$ cat src/rtl/video_out_hmag_ctrl.sv
// video_out_hmag_ctrl: configuration sequencer for the horizontal magnifier.
//
// CPU writes land in clamped staging registers. A commit snapshots the staging
// values, computes normalize = floor(NORM_NUM / denominator) with a restoring
// serial divider, then waits for the frame boundary and loads all three
// magnifier registers on a single edge.
//
// Ports:
//   clk, reset_n         system clock, asynchronous active-low reset
//   reg_write            one-cycle write strobe
//   reg_address          0 = left offset, 1 = denominator, 2 = commit, 3 = reserved
//   reg_wdata            write data (ignored for commit)
//   vdp_hcounter         VDP horizontal counter
//   vdp_vcounter         VDP vertical counter
//   busy                 high while a commit is dividing or waiting for the frame
//   reg_left_offset      magnifier left offset, 0..OFS_MAX
//   reg_denominator      magnifier denominator, DEN_MIN..DEN_MAX
//   reg_normalize        floor(NORM_NUM / reg_denominator)
module video_out_hmag_ctrl #(
  parameter int unsigned DEN_MIN  = 144,
  parameter int unsigned DEN_MAX  = 200,
  parameter int unsigned OFS_MAX  = 112,
  parameter int unsigned NORM_NUM = 8192,
  parameter int unsigned V_APPLY  = 0
) (
  input  logic        clk,
  input  logic        reset_n,
  input  logic        reg_write,
  input  logic [1:0]  reg_address,
  input  logic [7:0]  reg_wdata,
  input  logic [10:0] vdp_hcounter,
  input  logic [9:0]  vdp_vcounter,
  output logic        busy,
  output logic [7:0]  reg_left_offset,
  output logic [7:0]  reg_denominator,
  output logic [5:0]  reg_normalize
);

  localparam logic [7:0]  DenMin  = 8'(DEN_MIN);
  localparam logic [7:0]  DenMax  = 8'(DEN_MAX);
  localparam logic [7:0]  OfsMax  = 8'(OFS_MAX);
  localparam logic [13:0] NormNum = 14'(NORM_NUM);
  localparam logic [9:0]  VApply  = 10'(V_APPLY);
  localparam logic [5:0]  NormRst = 6'(NORM_NUM / DEN_MAX);
  localparam logic [3:0]  LastIt  = 4'd13;

  typedef enum logic [1:0] {StIdle, StDivide, StWait, StApply} state_e;

  state_e      state_q, state_d;
  logic [7:0]  stage_ofs_q, stage_ofs_d;
  logic [7:0]  stage_den_q, stage_den_d;
  logic        pending_q, pending_d;
  logic [7:0]  work_ofs_q, work_ofs_d;
  logic [7:0]  work_den_q, work_den_d;
  logic [14:0] rem_q, rem_d;
  logic [13:0] dvd_q, dvd_d;
  logic [5:0]  quo_q, quo_d;
  logic [3:0]  cnt_q, cnt_d;
  logic        busy_q, busy_d;
  logic [7:0]  out_ofs_q, out_ofs_d;
  logic [7:0]  out_den_q, out_den_d;
  logic [5:0]  out_norm_q, out_norm_d;

  logic        wr_ofs, wr_den, commit, frame_start, fits;
  logic [14:0] rem_sh, rem_sub;

  assign wr_ofs      = reg_write && (reg_address == 2'd0);
  assign wr_den      = reg_write && (reg_address == 2'd1);
  assign commit      = reg_write && (reg_address == 2'd2);
  assign frame_start = (vdp_vcounter == VApply) && (vdp_hcounter == 11'd0);

  // One restoring step: shift the next dividend bit in, subtract if it fits.
  assign rem_sh  = {rem_q[13:0], dvd_q[13]};
  assign fits    = rem_sh >= {7'd0, work_den_q};
  assign rem_sub = rem_sh - {7'd0, work_den_q};

  always_comb begin
    state_d     = state_q;
    stage_ofs_d = stage_ofs_q;
    stage_den_d = stage_den_q;
    pending_d   = pending_q;
    work_ofs_d  = work_ofs_q;
    work_den_d  = work_den_q;
    rem_d       = rem_q;
    dvd_d       = dvd_q;
    quo_d       = quo_q;
    cnt_d       = cnt_q;
    out_ofs_d   = out_ofs_q;
    out_den_d   = out_den_q;
    out_norm_d  = out_norm_q;

    if (wr_ofs) begin
      stage_ofs_d = (reg_wdata > OfsMax) ? OfsMax : reg_wdata;
    end
    if (wr_den) begin
      stage_den_d = (reg_wdata < DenMin) ? DenMin :
                    (reg_wdata > DenMax) ? DenMax : reg_wdata;
    end
    // Commits during a running sequence collapse into a single rerun.
    if (commit && (state_q != StIdle)) begin
      pending_d = 1'b1;
    end

    unique case (state_q)
      StIdle: begin
        if (commit || pending_q) begin
          state_d    = StDivide;
          pending_d  = 1'b0;
          work_ofs_d = stage_ofs_q;
          work_den_d = stage_den_q;
          rem_d      = '0;
          dvd_d      = NormNum;
          quo_d      = '0;
          cnt_d      = '0;
        end
      end
      StDivide: begin
        rem_d = fits ? rem_sub : rem_sh;
        dvd_d = {dvd_q[12:0], 1'b0};
        // Only the low 6 quotient bits survive; den >= 129 keeps it below 64.
        quo_d = {quo_q[4:0], fits};
        cnt_d = cnt_q + 4'd1;
        if (cnt_q == LastIt) begin
          state_d = StWait;
        end
      end
      StWait: begin
        if (frame_start) begin
          state_d = StApply;
        end
      end
      StApply: begin
        out_ofs_d  = work_ofs_q;
        out_den_d  = work_den_q;
        out_norm_d = quo_q;
        state_d    = StIdle;
      end
      default: state_d = StIdle;
    endcase

    busy_d = (state_d != StIdle);
  end

  always_ff @(posedge clk or negedge reset_n) begin
    if (!reset_n) begin
      state_q     <= StIdle;
      stage_ofs_q <= 8'd0;
      stage_den_q <= DenMax;
      pending_q   <= 1'b0;
      work_ofs_q  <= 8'd0;
      work_den_q  <= DenMax;
      rem_q       <= '0;
      dvd_q       <= '0;
      quo_q       <= '0;
      cnt_q       <= '0;
      busy_q      <= 1'b0;
      out_ofs_q   <= 8'd0;
      out_den_q   <= DenMax;
      out_norm_q  <= NormRst;
    end else begin
      state_q     <= state_d;
      stage_ofs_q <= stage_ofs_d;
      stage_den_q <= stage_den_d;
      pending_q   <= pending_d;
      work_ofs_q  <= work_ofs_d;
      work_den_q  <= work_den_d;
      rem_q       <= rem_d;
      dvd_q       <= dvd_d;
      quo_q       <= quo_d;
      cnt_q       <= cnt_d;
      busy_q      <= busy_d;
      out_ofs_q   <= out_ofs_d;
      out_den_q   <= out_den_d;
      out_norm_q  <= out_norm_d;
    end
  end

  assign busy            = busy_q;
  assign reg_left_offset = out_ofs_q;
  assign reg_denominator = out_den_q;
  assign reg_normalize   = out_norm_q;

endmodule
$ cat config.mk
export PLATFORM = sky130hd
export DESIGN_NAME = video_out_hmag_ctrl
export DESIGN_NICKNAME = d
export VERILOG_FILES = /design/src/rtl/video_out_hmag_ctrl.sv
export SDC_FILE = /design/constraint.sdc
export NUM_CORES = 1
export LEC_CHECK = 0
export CAP_MARGIN = 20
export CELL_PAD_IN_SITES_DETAIL_PLACEMENT = 1
export CELL_PAD_IN_SITES_GLOBAL_PLACEMENT = 2
export CORE_UTILIZATION = 37
export CTS_CLUSTER_SIZE = 14
export DETAILED_ROUTE_END_ITERATION = 8
export PLACE_DENSITY = 0.88
export REMOVE_ABC_BUFFERS = 1
export SKIP_LAST_GASP = 1
export SYNTH_ARGS = -nofsm -noshare
export SYNTH_HDL_FRONTEND = slang
export SYNTH_SLANG_ARGS = --single-unit
export TNS_END_PERCENT = 50
$ cat constraint.sdc
create_clock -name clk -period 6.56 [get_ports clk]
set_input_delay 1.312 -clock clk [delete_from_list [all_inputs] [get_ports clk]]
set_output_delay 1.312 -clock clk [all_outputs]
set_load 0.02 [all_outputs]
==> qor.yml, run 1 <==
ant_nets: 0
crit_chain: "clkdlybuf4s50_1 -> inv_1 -> a31oi_1 -> nor3_2 -> buf_4 -> nor2_1 -> a22o_1"
drc: 0
clock_latency_ns: 0.35
worstPathMaxFanout: 30
rsz0062_at_grt: "false"
yosysSeqAreaShare: 0.534
cts.clk_slew.worst_paths_ns: 0.08
r2r_end: "rem_q[7]"
fmax_mhz: 341
initial_core_util: 0.381
clkSinkCount: 83
relSlewSlack: 0.405
fin_skew_ns: 0.00840
worstMarginPinSlew_ns: 0.893
die-area_um2: 11000
yosys.area.top_type: "dfrtp_1"
area_delta_synth_final_pct: 23.6
crit_arrival_ns: 3.21
grt_max_degree: 84
cpPeakStageDelay_ns: 0.55
synth_top_family_by_area: "simple AND/OR/NAND/NOR gates"
synthArstFlopShare: 1.00
grt_pass1_wl_mm: 15.9
grt_usage: 0.180
hpwl_mm: 6.50
layout-drive-gt1-share: 0.123
drtIter0Drc: 74
vias: 3042
synth_xor_area_frac: 0.0223
timing.final.crit_share: 0.447
finalSetupViolCount: 0
core-area_um2: 10300
synth.area.mux_share: 0.0661
outcome: "finished, final reports clean"
crit_cells: 7
postCtsSetupRepairBufs: 0
grt_overflow: 0
rrSetupSlack_ns: 3.76
cts-buffers-inserted: 9
final_cell_mix: "nand2_1 (73), dfrtp_1 (72), clkdlybuf4s50_1 (55), o21ai_0 (47), nor2_1 (18)"
synth_fa_ha_area_frac: 0.0370
cp-end-kind: "register"
port_buffers: 56
final_common_cell: "nand2_1"
yosys_register_bits: 83
maxCapViolCount: 0
wirelength_mm: 9.22
worst-setup-path-type: "input pin to register"
crit_slowest_cell: "nor2_1"
synth-compound-area-share: 0.135
cts_buffer_depth: 2
path_delay_family: "buffers and inverters"
hold_viol_final: 0
synth-simple-area-share: 0.172
place_ws_ns: 3.29
leakage_nw: 2.15
power.density_nw_per_um2: 502
yosys_warnings: 0
post_cts_resized: 0
fin_crit_ns: 2.93
cts_hold_buf: 0
ctsRootBufferMaster: "clkbuf_8"
wl_per_cell_um: 15.8
cts_tree: "built"
r2r_cells: 8
io_pins: 57
fin_ws_ns: 3.63
avgSynthCellArea_um2: 10.1
vias_per_cell: 5.22
grt_pass1_vias: 3305
critPathBufInv: 3
fin_util: 0.471
synth_area_leaders: "dfrtp_1 (46%), dfstp_2 (7.4%), nand2_1 (7.0%), o21ai_0 (6.0%), mux2_2 (4.3%)"
fin_tns_setup_ns: 0
synth_top_cell_area_share: 0.460
min_path_type: "register to register"
drtPass1Iterations: 4
place_congestion: 0.809
num_antenna_cells: 0
antenna_found_initial: 0
rows: 37
finalNetCount: 488
ys_types: 50
cts_max_level: 3
n_fill_cell: 1187
cp-start-kind: "input pin"
hold_ws_ns: 0.471
synth_flop_cell: "dfrtp_1"
rr_startpoint: "work_den_q[6]"
vdd_ir_drop_max_mv: 0.185
crit_end: "rem_q[0]"
required_ns: 6.84
synthCells: 389
synth_edf_count: 0
die_y_um: 105
synth_area_um2: 3920
fp.dieW_um: 105
crit_start: "reg_address[0]"
slew_violations: 0
==> metal layers <==
metal / global-route usage / up-vias / share of wire
li1: - / 1460 / -
met1: 0.224 / 1525 / 0.46
met2: 0.313 / 46 / 0.50
met3: 0.0287 / 11 / 0.026
met4: 0.0684 / 0 / 0.016
met5: 0 / - / 0
==> cells by family (layout without fill, tap and decap cells) <==
family / after synthesis / after routing
adder cells (fa/ha/maj): 11 / 11
XOR/XNOR: 10 / 10
flip-flops: 83 / 83
AO/OA/AOI/OAI: 84 / 84
AND/OR/NAND/NOR: 144 / 144
buffers and inverters: 33 / 91
multiplexers: 24 / 24
==> worst min path at each step <==
| stage | slack [ns] | endpoint | from | cells after the start |
|---|---|---|---|---|
| 5_1_grt | 0.48 | stage_den_q[3] | stage_den_q[3] | 2 |
| 3_3_place_gp | 0.45 | stage_den_q[3] | stage_den_q[3] | 2 |
| 4_1_cts | 0.47 | stage_den_q[3] | stage_den_q[3] | 2 |
| 3_5_place_dp | 0.45 | work_ofs_q[7] | stage_ofs_q[7] | 2 |
| 6_report | 0.47 | stage_den_q[3] | stage_den_q[3] | 2 |
| 2_1_floorplan | 0.43 | work_ofs_q[7] | stage_ofs_q[7] | 2 |
==> sequential cells by signal, summed over array words and instances, names as in the netlist <==
| register | flops |
|---|---|
| busy | 1 |
| pending_q | 1 |
| reg_left_offset | 8 |
| work_den_q | 8 |
| cnt_q | 4 |
| reg_denominator | 8 |
| rem_q | 14 |
| state_q | 2 |
| stage_den_q | 8 |
| reg_normalize | 6 |
| stage_ofs_q | 8 |
| work_ofs_q | 8 |
| quo_q | 6 |
| dvd_q | 1 |
==> final cells by class <==
cell class | instances | area, um^2 | share of cell area
Sequential cell | 83 | 2090 | 0.432
Multi-Input combinational cell | 273 | 1700 | 0.351
Timing Repair Buffer | 61 | 636 | 0.131
Tap cell | 136 | 170 | 0.0351
Clock buffer | 9 | 124 | 0.0256
Clock inverter | 6 | 65.1 | 0.0134
Inverter | 15 | 56.3 | 0.0116
==> through the flow <==
step | area [um^2] | total power, mW | cells
3_5_place_dp | 4600 | 2.08 | 566
6_report | 4840 | 2.43 | 583
4_1_cts | 4790 | 2.46 | 581
3_3_place_gp | 4600 | 2.03 | 566
5_1_grt | 4840 | 2.64 | 583
2_1_floorplan | 3840 | 1.67 | 371
==> Yosys cell counts (2+ instances only) <==
cell,instances
mux2i_1,9
a32oi_1,2
a31oi_1,3
clkbuf_1,16
a211oi_1,2
nor2_1,18
nor3_1,7
ha_1,10
xnor2_1,6
xor2_1,4
nand2_1,73
o21ai_0,47
inv_1,15
nand4_1,2
or3_4,2
mux2_2,15
a21oi_1,3
a22o_1,8
nor4_1,5
o311ai_0,2
o211a_1,2
dfrtp_1,72
a21o_1,2
or4_1,2
dfstp_2,11
o21ai_1,4
nand4b_1,2
nand2b_1,4
nor2b_1,2
or2_2,2
nand3_1,17
o31a_1,2
==> power breakdown <==
group          leakage (nW)  switching [mW]  internal [mW]
Clock                0.0955           0.182          0.174
Sequential             1.03           0.141          0.731
Combinational          1.02           0.666          0.538
Total                  2.15           0.990           1.44
==> worst reg2reg max path, cell delays in order (launching register included) <==
cell,delay [ns]
dfstp_2,0.52
inv_1,0.07
ha_1,0.37
nor2_1,0.07
nor3b_1,0.36
o21ai_0,0.21
o21ai_1,0.69
mux2i_1,0.30
o21ai_0,0.09
Note: power is estimated with default switching activity, not from simulation.
==> run 2, diff against run 1 <==
CORE_UTILIZATION = 34   (was 37)
PLACE_DENSITY = 0.83   (was 0.88)
clock period = 2.9 ns   (was 6.56 ns; I/O delays follow)
==> run 2 against run 1 <==
Compared with the run above:
- cell area increased by 2.5%
- combinational power increased by 130%
- largest power group unchanged
- clock power increased to 3.3 times the previous value
- final cell count increased by 1.7%
- power increased by 140%
- clock skew about the same
- worst setup slack got worse by 3.2 ns
- highest routed layer unchanged
- critical path depth increased by 1
- critical path type is now register to register
==> qor.yml, run 2 (synthesis gave the netlist of run 1 again) <==
maxCapViolCount: 0  # unchanged
grt_overflow: 0  # unchanged
cts.clk_slew.worst_paths_ns: 0.07  # was 0.08 ns
die-area_um2: 12000  # was 11000 um^2
clkSinkCount: 83  # unchanged
vias_per_cell: 5.15  # was 5.22
grt_usage: 0.181  # was 0.180
grt_max_degree: 53  # was 84
place_congestion: 0.823  # was 0.809
ant_nets: 0  # unchanged
n_fill_cell: 1255  # was 1187
num_antenna_cells: 0  # unchanged
vdd_ir_drop_max_mv: 0.420  # was 0.185 mV
fin_crit_ns: 2.50
worstMarginPinSlew_ns: 1.02  # was 0.893 ns
worstPathMaxFanout: 5  # was 30
io_pins: 57  # unchanged
dpl_cell_area_um2: 4660  # was 4600 um^2
clock_latency_ns: 0.35  # about the same
worst-setup-path-type: "register to register"  # was input pin to register
rrSetupSlack_ns: 0.40  # was 3.76 ns
wirelength_mm: 9.52  # was 9.22 mm
r2r_end: "rem_q[11]"  # was rem_q[7]
grt_pass1_vias: 3238  # was 3305
hpwl_mm: 6.66  # was 6.50 mm
final_area_um2: 4970  # was 4840 um^2
place_ws_ns: 0.452  # was 3.29 ns
leakage_nw: 2.22  # was 2.15 nW
ctsRootBufferMaster: "clkbuf_16"  # was clkbuf_8
finalSetupViolCount: 0  # unchanged
layout-drive-gt1-share: 0.135  # was 0.123
largest_reg_flops: 14  # unchanged
rr_startpoint: "work_den_q[6]"  # unchanged
crit_end: "rem_q[11]"  # was rem_q[0]
drtPass1Iterations: 4  # unchanged
relSlewSlack: 0.321  # was 0.405
slew_violations: 0  # unchanged
finalNetCount: 494  # was 488
rows: 38  # was 37
fp.dieW_um: 109  # was 105 um
hold_viol_final: 0  # unchanged
cts_max_level: 3  # unchanged
largest_register: "rem_q"  # unchanged
fmax_mhz: 400
rsz0062_at_grt: "false"  # unchanged
initial_core_util: 0.355  # was 0.381
post_cts_resized: 0  # unchanged
area_delta_synth_final_pct: 26.7  # was 23.6%
required_ns: 3.08  # was 6.84 ns
crit_arrival_ns: 2.68  # was 3.21 ns
drtIter0Drc: 88  # was 74
vias: 3053  # was 3042
ff_latch_area_um2: 2090  # unchanged
multi_input_area_um2: 1700  # unchanged
antenna_found_initial: 0  # unchanged
drc: 0  # unchanged
outcome: "finished, final reports clean"  # unchanged
fin_ws_ns: 0.399  # was 3.63 ns
cts_buffer_depth: 2  # unchanged
wl_per_cell_um: 16.1  # was 15.8 um
timing.final.crit_share: 0.863
grt_pass1_wl_mm: 16.2  # was 15.9 mm
fin_skew_ns: 0.00819  # was 0.00840 ns
cts-buffers-inserted: 9  # unchanged
r2r_cells: 8  # unchanged
power_mw: 5.87  # was 2.43 mW
crit_start: "work_den_q[6]"  # was reg_address[0]
min_path_type: "input pin to async pin"  # was register to register
die_y_um: 109  # was 105 um
core-area_um2: 11000  # was 10300 um^2
cp-start-kind: "register"  # was input pin
port_buffers: 56  # unchanged
cp-end-kind: "register"  # unchanged
postCtsSetupRepairBufs: 0  # unchanged
final_cell_mix: "nand2_1 (73), dfrtp_1 (72), clkdlybuf4s50_1 (55), o21ai_0 (47), nor2_1 (18)"  # unchanged
fin_util: 0.450  # was 0.471
cts_hold_buf: 0  # unchanged
cts_tree: "built"  # unchanged
final_common_cell: "nand2_1"  # unchanged
power.density_nw_per_um2: 1180  # was 502 nW/um^2
-- run 2: cell count changes in the layout (fill, tap and decap cells not counted) --
| cell | before | now |
|---|---|---|
| clkbuf_16 | 0 | 9 |
| buf_4 | 4 | 12 |
| clkbuf_8 | 9 | 2 |
| buf_16 | 2 | 0 |
| clkinv_4 | 1 | 0 |
| clkinvlp_4 | 1 | 0 |
-- run 2: worst min path at each step --
stage | endpoint | slack [ns] | depth (start not counted)
after floorplan | busy | 0.28 | 0
after global placement | stage_den_q[3] | 0.45 | 2
after detailed placement | stage_den_q[3] | 0.45 | 2
after CTS | state_q[1] | 0.29 | 1
after global routing | cnt_q[3] | 0.32 | 1
final | cnt_q[3] | 0.26 | 1
-- run 2: power by group --
| group | switching, mW | internal (mW) | total, mW |
|---|---|---|---|
| combinational | 1.49 | 1.23 | 2.72 |
| clock | 0.474 | 0.710 | 1.18 |
| sequential | 0.309 | 1.66 | 1.97 |
| total | 2.28 | 3.60 | 5.87 |
-- run 2: routing by layer --
metal	vias up	track usage	share of wire
li1	1471	-	-
met1	1522	0.233	0.47
met2	49	0.297	0.48
met3	11	0.0290	0.029
met4	0	0.0829	0.020
met5	-	0	0
-- run 2: metrics by stage --
| step | std cells | hold slack, ns | TNS (ns) |
|---|---|---|---|
| global placement | 578 | 0.446 | 0 |
| finish | 593 | 0.257 | 0 |
| global route | 593 | 0.320 | 0 |
| CTS | 593 | 0.288 | 0 |
| detailed placement | 578 | 0.448 | 0 |
| floorplan | 371 | 0.284 | -0.134 |
-- run 2: final cells by class --
type                       count  share of cell area
sequential                    83               0.421
multi-input combinational    273               0.343
timing repair buffer          67               0.129
clock inverter                 4             0.00983
clock buffer                  11              0.0509
inverter                      15              0.0113
tap                          140              0.0353
-- run 2: critical path, cell delays in order (launching register included) --
cell and delay, ns:
dfstp_2 0.51, inv_1 0.06, ha_1 0.37, a21o_1 0.22, or2_2 0.31, o21ai_0 0.24, nor4b_1 0.40, xnor2_1 0.16
o21ai_0 0.08
==> run 3, diff against run 2 <==
==> constraint.sdc (replaced) <==
create_clock -name clk -period 2.9 [get_ports clk]
set_input_delay 0.58 -clock clk [delete_from_list [all_inputs] [get_ports clk]]
set_output_delay 0.58 -clock clk [all_outputs]
set_load 0.01 [all_outputs]
==> results of run 3 <==
The final DEF is identical to that of run 2. Status: finished, final reports clean.
Among the figures that moved: total power 5.87 mW -> 5.77 mW; worst IR drop on VDD 0.420 mV -> 0.398 mV
